`config.mk`:
```
export PLATFORM = sky130hd
export DESIGN_NAME = asyn_fifo_reader
export DESIGN_NICKNAME = d
export VERILOG_FILES = /design/src/rtl/asyn_fifo_reader.sv
export SDC_FILE = /design/constraint.sdc
export NUM_CORES = 1
export LEC_CHECK = 0
export CAP_MARGIN = 10
export CORE_MARGIN = 5
export CORE_UTILIZATION = 45
export CTS_CLUSTER_DIAMETER = 50
export CTS_CLUSTER_SIZE = 28
export DETAILED_ROUTE_END_ITERATION = 8
export PLACE_DENSITY_LB_ADDON = 0.1
export SETUP_SLACK_MARGIN = 0.1
export SYNTH_ARGS = -nofsm -noshare
export SYNTH_HDL_FRONTEND = slang
export SYNTH_SLANG_ARGS = --single-unit
```
`constraint.sdc`:
```
create_clock -name r_clk -period 2.4 [get_ports r_clk]
set_input_delay 0.48 -clock r_clk [delete_from_list [all_inputs] [get_ports r_clk]]
set_output_delay 0.48 -clock r_clk [all_outputs]
set_load 0.02 [all_outputs]
```
`src/rtl/asyn_fifo_reader.sv`:
```
// Read-side front end for an asynchronous FIFO: pops words into a 2-entry skid buffer and presents them as valid/ready.
// Optional feature: define ASYN_FIFO_READER_CNT_EN to add the 16-bit word_cnt transfer counter output.
module asyn_fifo_reader #(
  parameter int word_width = 8
) (
  input  logic                  r_clk,
  input  logic                  reset_n,
  input  logic                  enable,
  input  logic                  empty,
  input  logic [word_width-1:0] data_out,
  output logic                  rd,
  output logic [word_width-1:0] m_data,
  output logic                  m_valid,
  input  logic                  m_ready,
  output logic                  busy
`ifdef ASYN_FIFO_READER_CNT_EN
  ,
  output logic [15:0]           word_cnt
`endif
);

  typedef enum logic [1:0] {IDLE, ACTIVE, STALL} state_t;

  state_t                r_state;
  logic [word_width-1:0] r_buf0;
  logic [word_width-1:0] r_buf1;
  logic [1:0]            r_held;
  logic                  r_inflight;
  logic                  r_m_valid;

  logic                  w_pop;
  logic [1:0]            w_occ;
  logic [1:0]            w_held_nxt;
  logic [1:0]            w_occ_nxt;

  assign w_pop = r_m_valid & m_ready;
  assign w_occ = r_held + {1'b0, r_inflight};
  // A leaving word frees a slot at the same edge, so a full buffer may still issue a read.
  assign rd    = reset_n & enable & ~empty & ((w_occ < 2'd2) | w_pop);

  always_comb begin
    w_held_nxt = r_held;
    case ({r_inflight, w_pop})
      2'b10:   w_held_nxt = r_held + 2'd1;
      2'b01:   w_held_nxt = r_held - 2'd1;
      default: w_held_nxt = r_held;
    endcase
  end

  assign w_occ_nxt = w_held_nxt + {1'b0, rd};

  always_ff @(posedge r_clk or negedge reset_n) begin
    if (!reset_n) begin
      r_state    <= IDLE;
      r_buf0     <= '0;
      r_buf1     <= '0;
      r_held     <= 2'd0;
      r_inflight <= 1'b0;
      r_m_valid  <= 1'b0;
    end else begin
      r_inflight <= rd;
      r_held     <= w_held_nxt;
      r_m_valid  <= (w_held_nxt != 2'd0);
      // Entry 0 is always the oldest word; a capture lands behind whatever remains after a pop.
      if (w_pop) begin
        if (r_inflight && (r_held == 2'd1)) r_buf0 <= data_out;
        else                                r_buf0 <= r_buf1;
        if (r_inflight && (r_held == 2'd2)) r_buf1 <= data_out;
      end else if (r_inflight) begin
        if (r_held == 2'd0) r_buf0 <= data_out;
        else                r_buf1 <= data_out;
      end
      if (w_occ_nxt == 2'd0)       r_state <= IDLE;
      else if (w_held_nxt == 2'd2) r_state <= STALL;
      else                         r_state <= ACTIVE;
    end
  end

  assign m_data  = r_buf0;
  assign m_valid = r_m_valid;
  assign busy    = (r_state != IDLE);

`ifdef ASYN_FIFO_READER_CNT_EN
  logic [15:0] r_word_cnt;

  always_ff @(posedge r_clk or negedge reset_n) begin
    if (!reset_n)   r_word_cnt <= 16'd0;
    else if (w_pop) r_word_cnt <= r_word_cnt + 16'd1;
  end

  assign word_cnt = r_word_cnt;
`endif

endmodule

```
== Word level (Yosys, flattened, before mapping) ==
Cells that the tools add are included.
Word-level totals
  flip-flop bits (word level): 22
  output and inout bits: 11
  input bits: 13
Operators by class
  muxes and demuxes: 11
  $lt $le $gt $ge: 1
  add/subtract/negate cells: 4
  eq/ne operators: 7
  bitwise gates (word level): 6
  reduce and logical (&&, ||, !) cells: 10
Operator list (number)
  2-to-1 mux 8 bit: 8
  nonzero test 2 bit: 4
  == test 2 bit, second input constant: 3
  adder 2 x 1 -> 2 bit: 2
  AND 1 bit: 4
  == test 2 x 1 -> 1 bit, second input constant: 2
  zero test 2 bit: 2
  2-to-1 mux 2 bit: 2
  case mux 2 bit (2 select lines): 1
  AND reduction 3 bit: 1
  adder 2 x 1 -> 2 bit, second input constant: 1
  logical AND 1 bit: 2
  less-than comparator 2 bit, second input constant: 1
  inequality test 2 x 1 -> 1 bit, second input constant: 1
  inequality test 2 bit, second input constant: 1
  AND reduction 2 bit: 1
  subtractor 2 x 1 -> 2 bit, second input constant: 1
  inverter 1 bit: 1
  bitwise OR 1 bit: 1

== Depth between registers and ports, before layout ==
  depth in word-level cells: 7
  mapped depth: 9

== Worst setup path after synthesis ==
OpenSTA, ideal clock, no wires.
  path kind: reg2reg
  from: register r_inflight
  to: register r_state[0]
  cell stages (with the launch flop): 10
  library setup time: 122 ps
  buffers on the path: 1
  path slack: 58 ps
  data arrival time: 2220 ps
  cells stage by stage: dfrtp_1 -> buf_6 -> nand2_1 -> xnor2_1 -> a211oi_1 -> ha_1 -> nor2b_1 -> nand2_1 -> mux2i_1 -> nor3_1
On the way
  word-level cells in the longest chain between the ends: 7
  elaborated cells on any way between the ends: 12
  classes of those cells: add/sub: 2; order compare: 1; eq/ne: 3; mux: 3; bitwise: 2; reduce/logical: 1
Ends and longest elaborated chain
  start, declared: line 28  | logic r_inflight;
  start signal, assigned: line 61  | r_inflight <= rd;
  adder 2 x 1 -> 2 bit: line 37  | assign w_occ = r_held + {1'b0, r_inflight};
  less-than comparator 2 bit: line 39  | assign rd = reset_n & enable & ~empty & ((w_occ < 2'd2) | w_pop);
  bitwise OR 1 bit: line 39
  AND 1 bit: line 39
  net rd: line 11  | output logic rd,
  adder 2 x 1 -> 2 bit: line 50  | assign w_occ_nxt = w_held_nxt + {1'b0, rd};
  zero test 2 bit: line 73  | if (w_occ_nxt == 2'd0) r_state <= IDLE;
  2-to-1 mux 2 bit: line 73
  end signal, assigned: line 73
  end signal, assigned: line 74  | else if (w_held_nxt == 2'd2) r_state <= STALL;
  end signal, assigned: line 75  | else r_state <= ACTIVE;
  end, declared: line 24  | state_t r_state;
The timed path passes the listed nets, and every way through them passes these cells.
A chain may end at the register's enable or synchronous reset.

== Final worst setup path ==
  from: input port reset_n
  to: output port rd
On the way
  word-level cells in the longest chain between the ends: 3
Ends and longest elaborated chain
  start, declared: line 7  | input logic reset_n,
  AND 1 bit (3 in series): line 39
  end, declared: line 11
No other way between the ends.

==> impl_metrics.tcl <==
set metrics [dict create \
    outcome "finished, final reports clean" \
    fillCellCount 216 \
    avgSynthCellArea_um2 12.1 \
    min_path_cells 1 \
    htreeDepth 1 \
    drc 0 \
    endpoint_kind "output pin" \
    cts_buffer_depth 2 \
    gp_congestion 0.723 \
    netlist.area_leader.share 0.474 \
    n_antenna_cell 0 \
    ioPinCount 24 \
    grt.overflow.total 0 \
    slew_headroom 0.745 \
    vdd_drop_max_uv 706 \
    die_h_um 60.8 \
    portBuffers 23 \
    period_needed_ns 2.11 \
    routedWlPerCell_um 15.2 \
    ff2ff_setup_slack_ns 0.56 \
    drive_above_1_share 0.232 \
    fin_skew_ns 0.00341 \
    insertion_delay_ns 0.31 \
    placement_rows 18 \
    synthCells 96 \
    wirelength_um 2350 \
    synthesis.area_um2 1160 \
    max_cap_viol_count 0 \
    synthTopCellsByCount "dfrtp_1, mux2_2, a21o_1, a22o_1, nand2_1" \
    cp.arrival_ns 1.63 \
    grt_setup_unrepaired "no" \
    p_leak_nw 0.671 \
    core_um2 2480 \
    cts_sinks 22 \
    yosysWarnings 0 \
    worst_slew_pin_slew_ns 0.383 \
    yosysTopAreaCell "dfrtp_1" \
    antenna_found_initial 0 \
    cts_buffers 3 \
    ys_seq_elements 22 \
    ys_async_sr_fraction 1.00 \
    p_per_area_nw_per_um2 1300 \
    worst-setup-path-type "input port to output pin" \
    setup_violations 0 \
    required_ns 1.92 \
    hold_buffers 0 \
    cts_tree "done" \
    cts.root.buffer_cell "clkbuf_4" \
    die-area_um2 3700 \
    synth_most_common_cell "dfrtp_1" \
    rr_endpoint "r_state[0]" \
    initial_core_util 0.469 \
    grt_max_degree 23 \
    hold_violations 0 \
    first_pass_iters 2 \
    fin_crit_sh 0.880 \
    worstHoldStart "r_buf1[4]" \
    ys_seq_area_frac 0.474 \
    finalWorstSetupSlack_ns 0.287 \
    hold-path-endpoint "r_buf1[4]" \
    timing.fmax_mhz 473 \
    synth_nets 113 \
    yosys_most_used_dff "dfrtp_1" \
    path_max_fanout 2 \
    grt_pass1_wl_um 3730 \
    total_power_mw 1.95 \
    drv_slew 0 \
    nets 143 \
    synth_edf_count 0 \
    grt_usage 0.137 \
    die_width_um 60.8 \
    hp-class "flop to flop" \
    vias_per_cell 5.48 \
    yosys-top-cells-area "dfrtp_1, mux2_2, a22o_1, a21o_1, ha_1" \
    grt_pass1_vias 867 \
    reg2reg_depth 8 \
    r2r_start "r_inflight" \
    cp-start-kind "input port" \
    clkTransAtPathRegs_ns 0.12 \
    first_iter_violations 19 \
    dp_slack_ns -0.0278 \
    hpwl_um 1810 \
    dr_total_vias 850 \
    areaGrowthSynthToFinish_pct 29.0 \
    ant_nets 0 \
    yosysUniqueCellTypes 29 \
]
metal layers:
metal	GRT usage	up-vias	wire length (µm)
li1	-	403	-
met1	0.144	426	993
met2	0.266	17	1210
met3	0.0234	4	105
met4	0.0557	0	36
met5	0	-	0
logic make-up (layout without fill, tap and decap cells):
| family | count (synthesis) | count (layout) | share of synthesized area |
|---|---|---|---|
| AOI/OAI and AO/OA | 28 | 28 | 0.218 |
| xor gates and xnor gates | 3 | 3 | 0.0226 |
| buffers and inverters | 8 | 37 | 0.0442 |
| DFF | 22 | 22 | 0.474 |
| muxes | 12 | 12 | 0.113 |
| adders and majority gates | 4 | 4 | 0.0431 |
| and+or+nand+nor | 19 | 19 | 0.0851 |
critical path, cell delays in order:
cell and delay [ns]:
clkdlybuf4s50_1 0.48, nand2_1 0.07, a211oi_2 0.23, dlygate4sd2_1 0.37
power by group:
| part | switching (mW) | leakage, nW | internal [mW] |
|---|---|---|---|
| combinational | 0.516 | 0.381 | 0.514 |
| sequential | 0.0878 | 0.262 | 0.549 |
| clock | 0.117 | 0.0279 | 0.169 |
flip-flops by register name (all words and copies together) (netlist names):
name        cells
r_state         2
r_held          2
r_inflight      1
r_buf1          8
m_data          8
m_valid         1
through the flow:
stage	hold WS, ns	utilization	TNS [ns]	cell area [µm²]	std cells
5_1_grt	0.545	0.605	0	1500	155
6_report	0.524	0.605	0	1500	155
3_5_place_dp	0.497	0.584	-0.0278	1450	151
3_3_place_gp	0.487	0.584	-0.00215	1450	151
4_1_cts	0.525	0.605	0	1500	155
2_1_floorplan	0.184	-	0	1170	96
cell type report:
class	count	area, µm²	share of cell area
inverter	3	11.3	0.00752
timing repair buffer	30	282	0.188
sequential	22	551	0.368
clock inverter	1	30.0	0.0201
multi-input combinational	66	564	0.377
clock buffer	3	22.5	0.0150
tap	30	37.5	0.0251
cell usage in the layout (no fill, tap or decap), types with 3 or more instances in the layout:
master	count
mux2i_1	3
buf_4	7
a22o_1	8
clkbuf_4	3
xnor2_1	3
a21o_1	8
nand3_1	4
mux2_2	9
clkdlybuf4s50_1	22
dfrtp_1	22
inv_1	3
nand2_1	6
ha_1	4
worst max path at each step:
stage                     from         end  slack, ns  cells past startpoint
CTS                    reset_n          rd       0.25                      4
global placement       reset_n          rd     -0.002                      4
global route           reset_n          rd       0.19                      4
finish                 reset_n          rd       0.29                      4
floorplan           r_inflight  r_state[0]       0.32                      9
detailed placement     reset_n          rd      -0.03                      4
what timing repair did:
| action | in CTS | in global routing |
|---|---|---|
| endpoints found under the setup margin | 1 | 0 |
| gates resized for setup | 1 | 0 |
| setup buffers | 0 | 0 |
(Power assumes the default switching activity.)
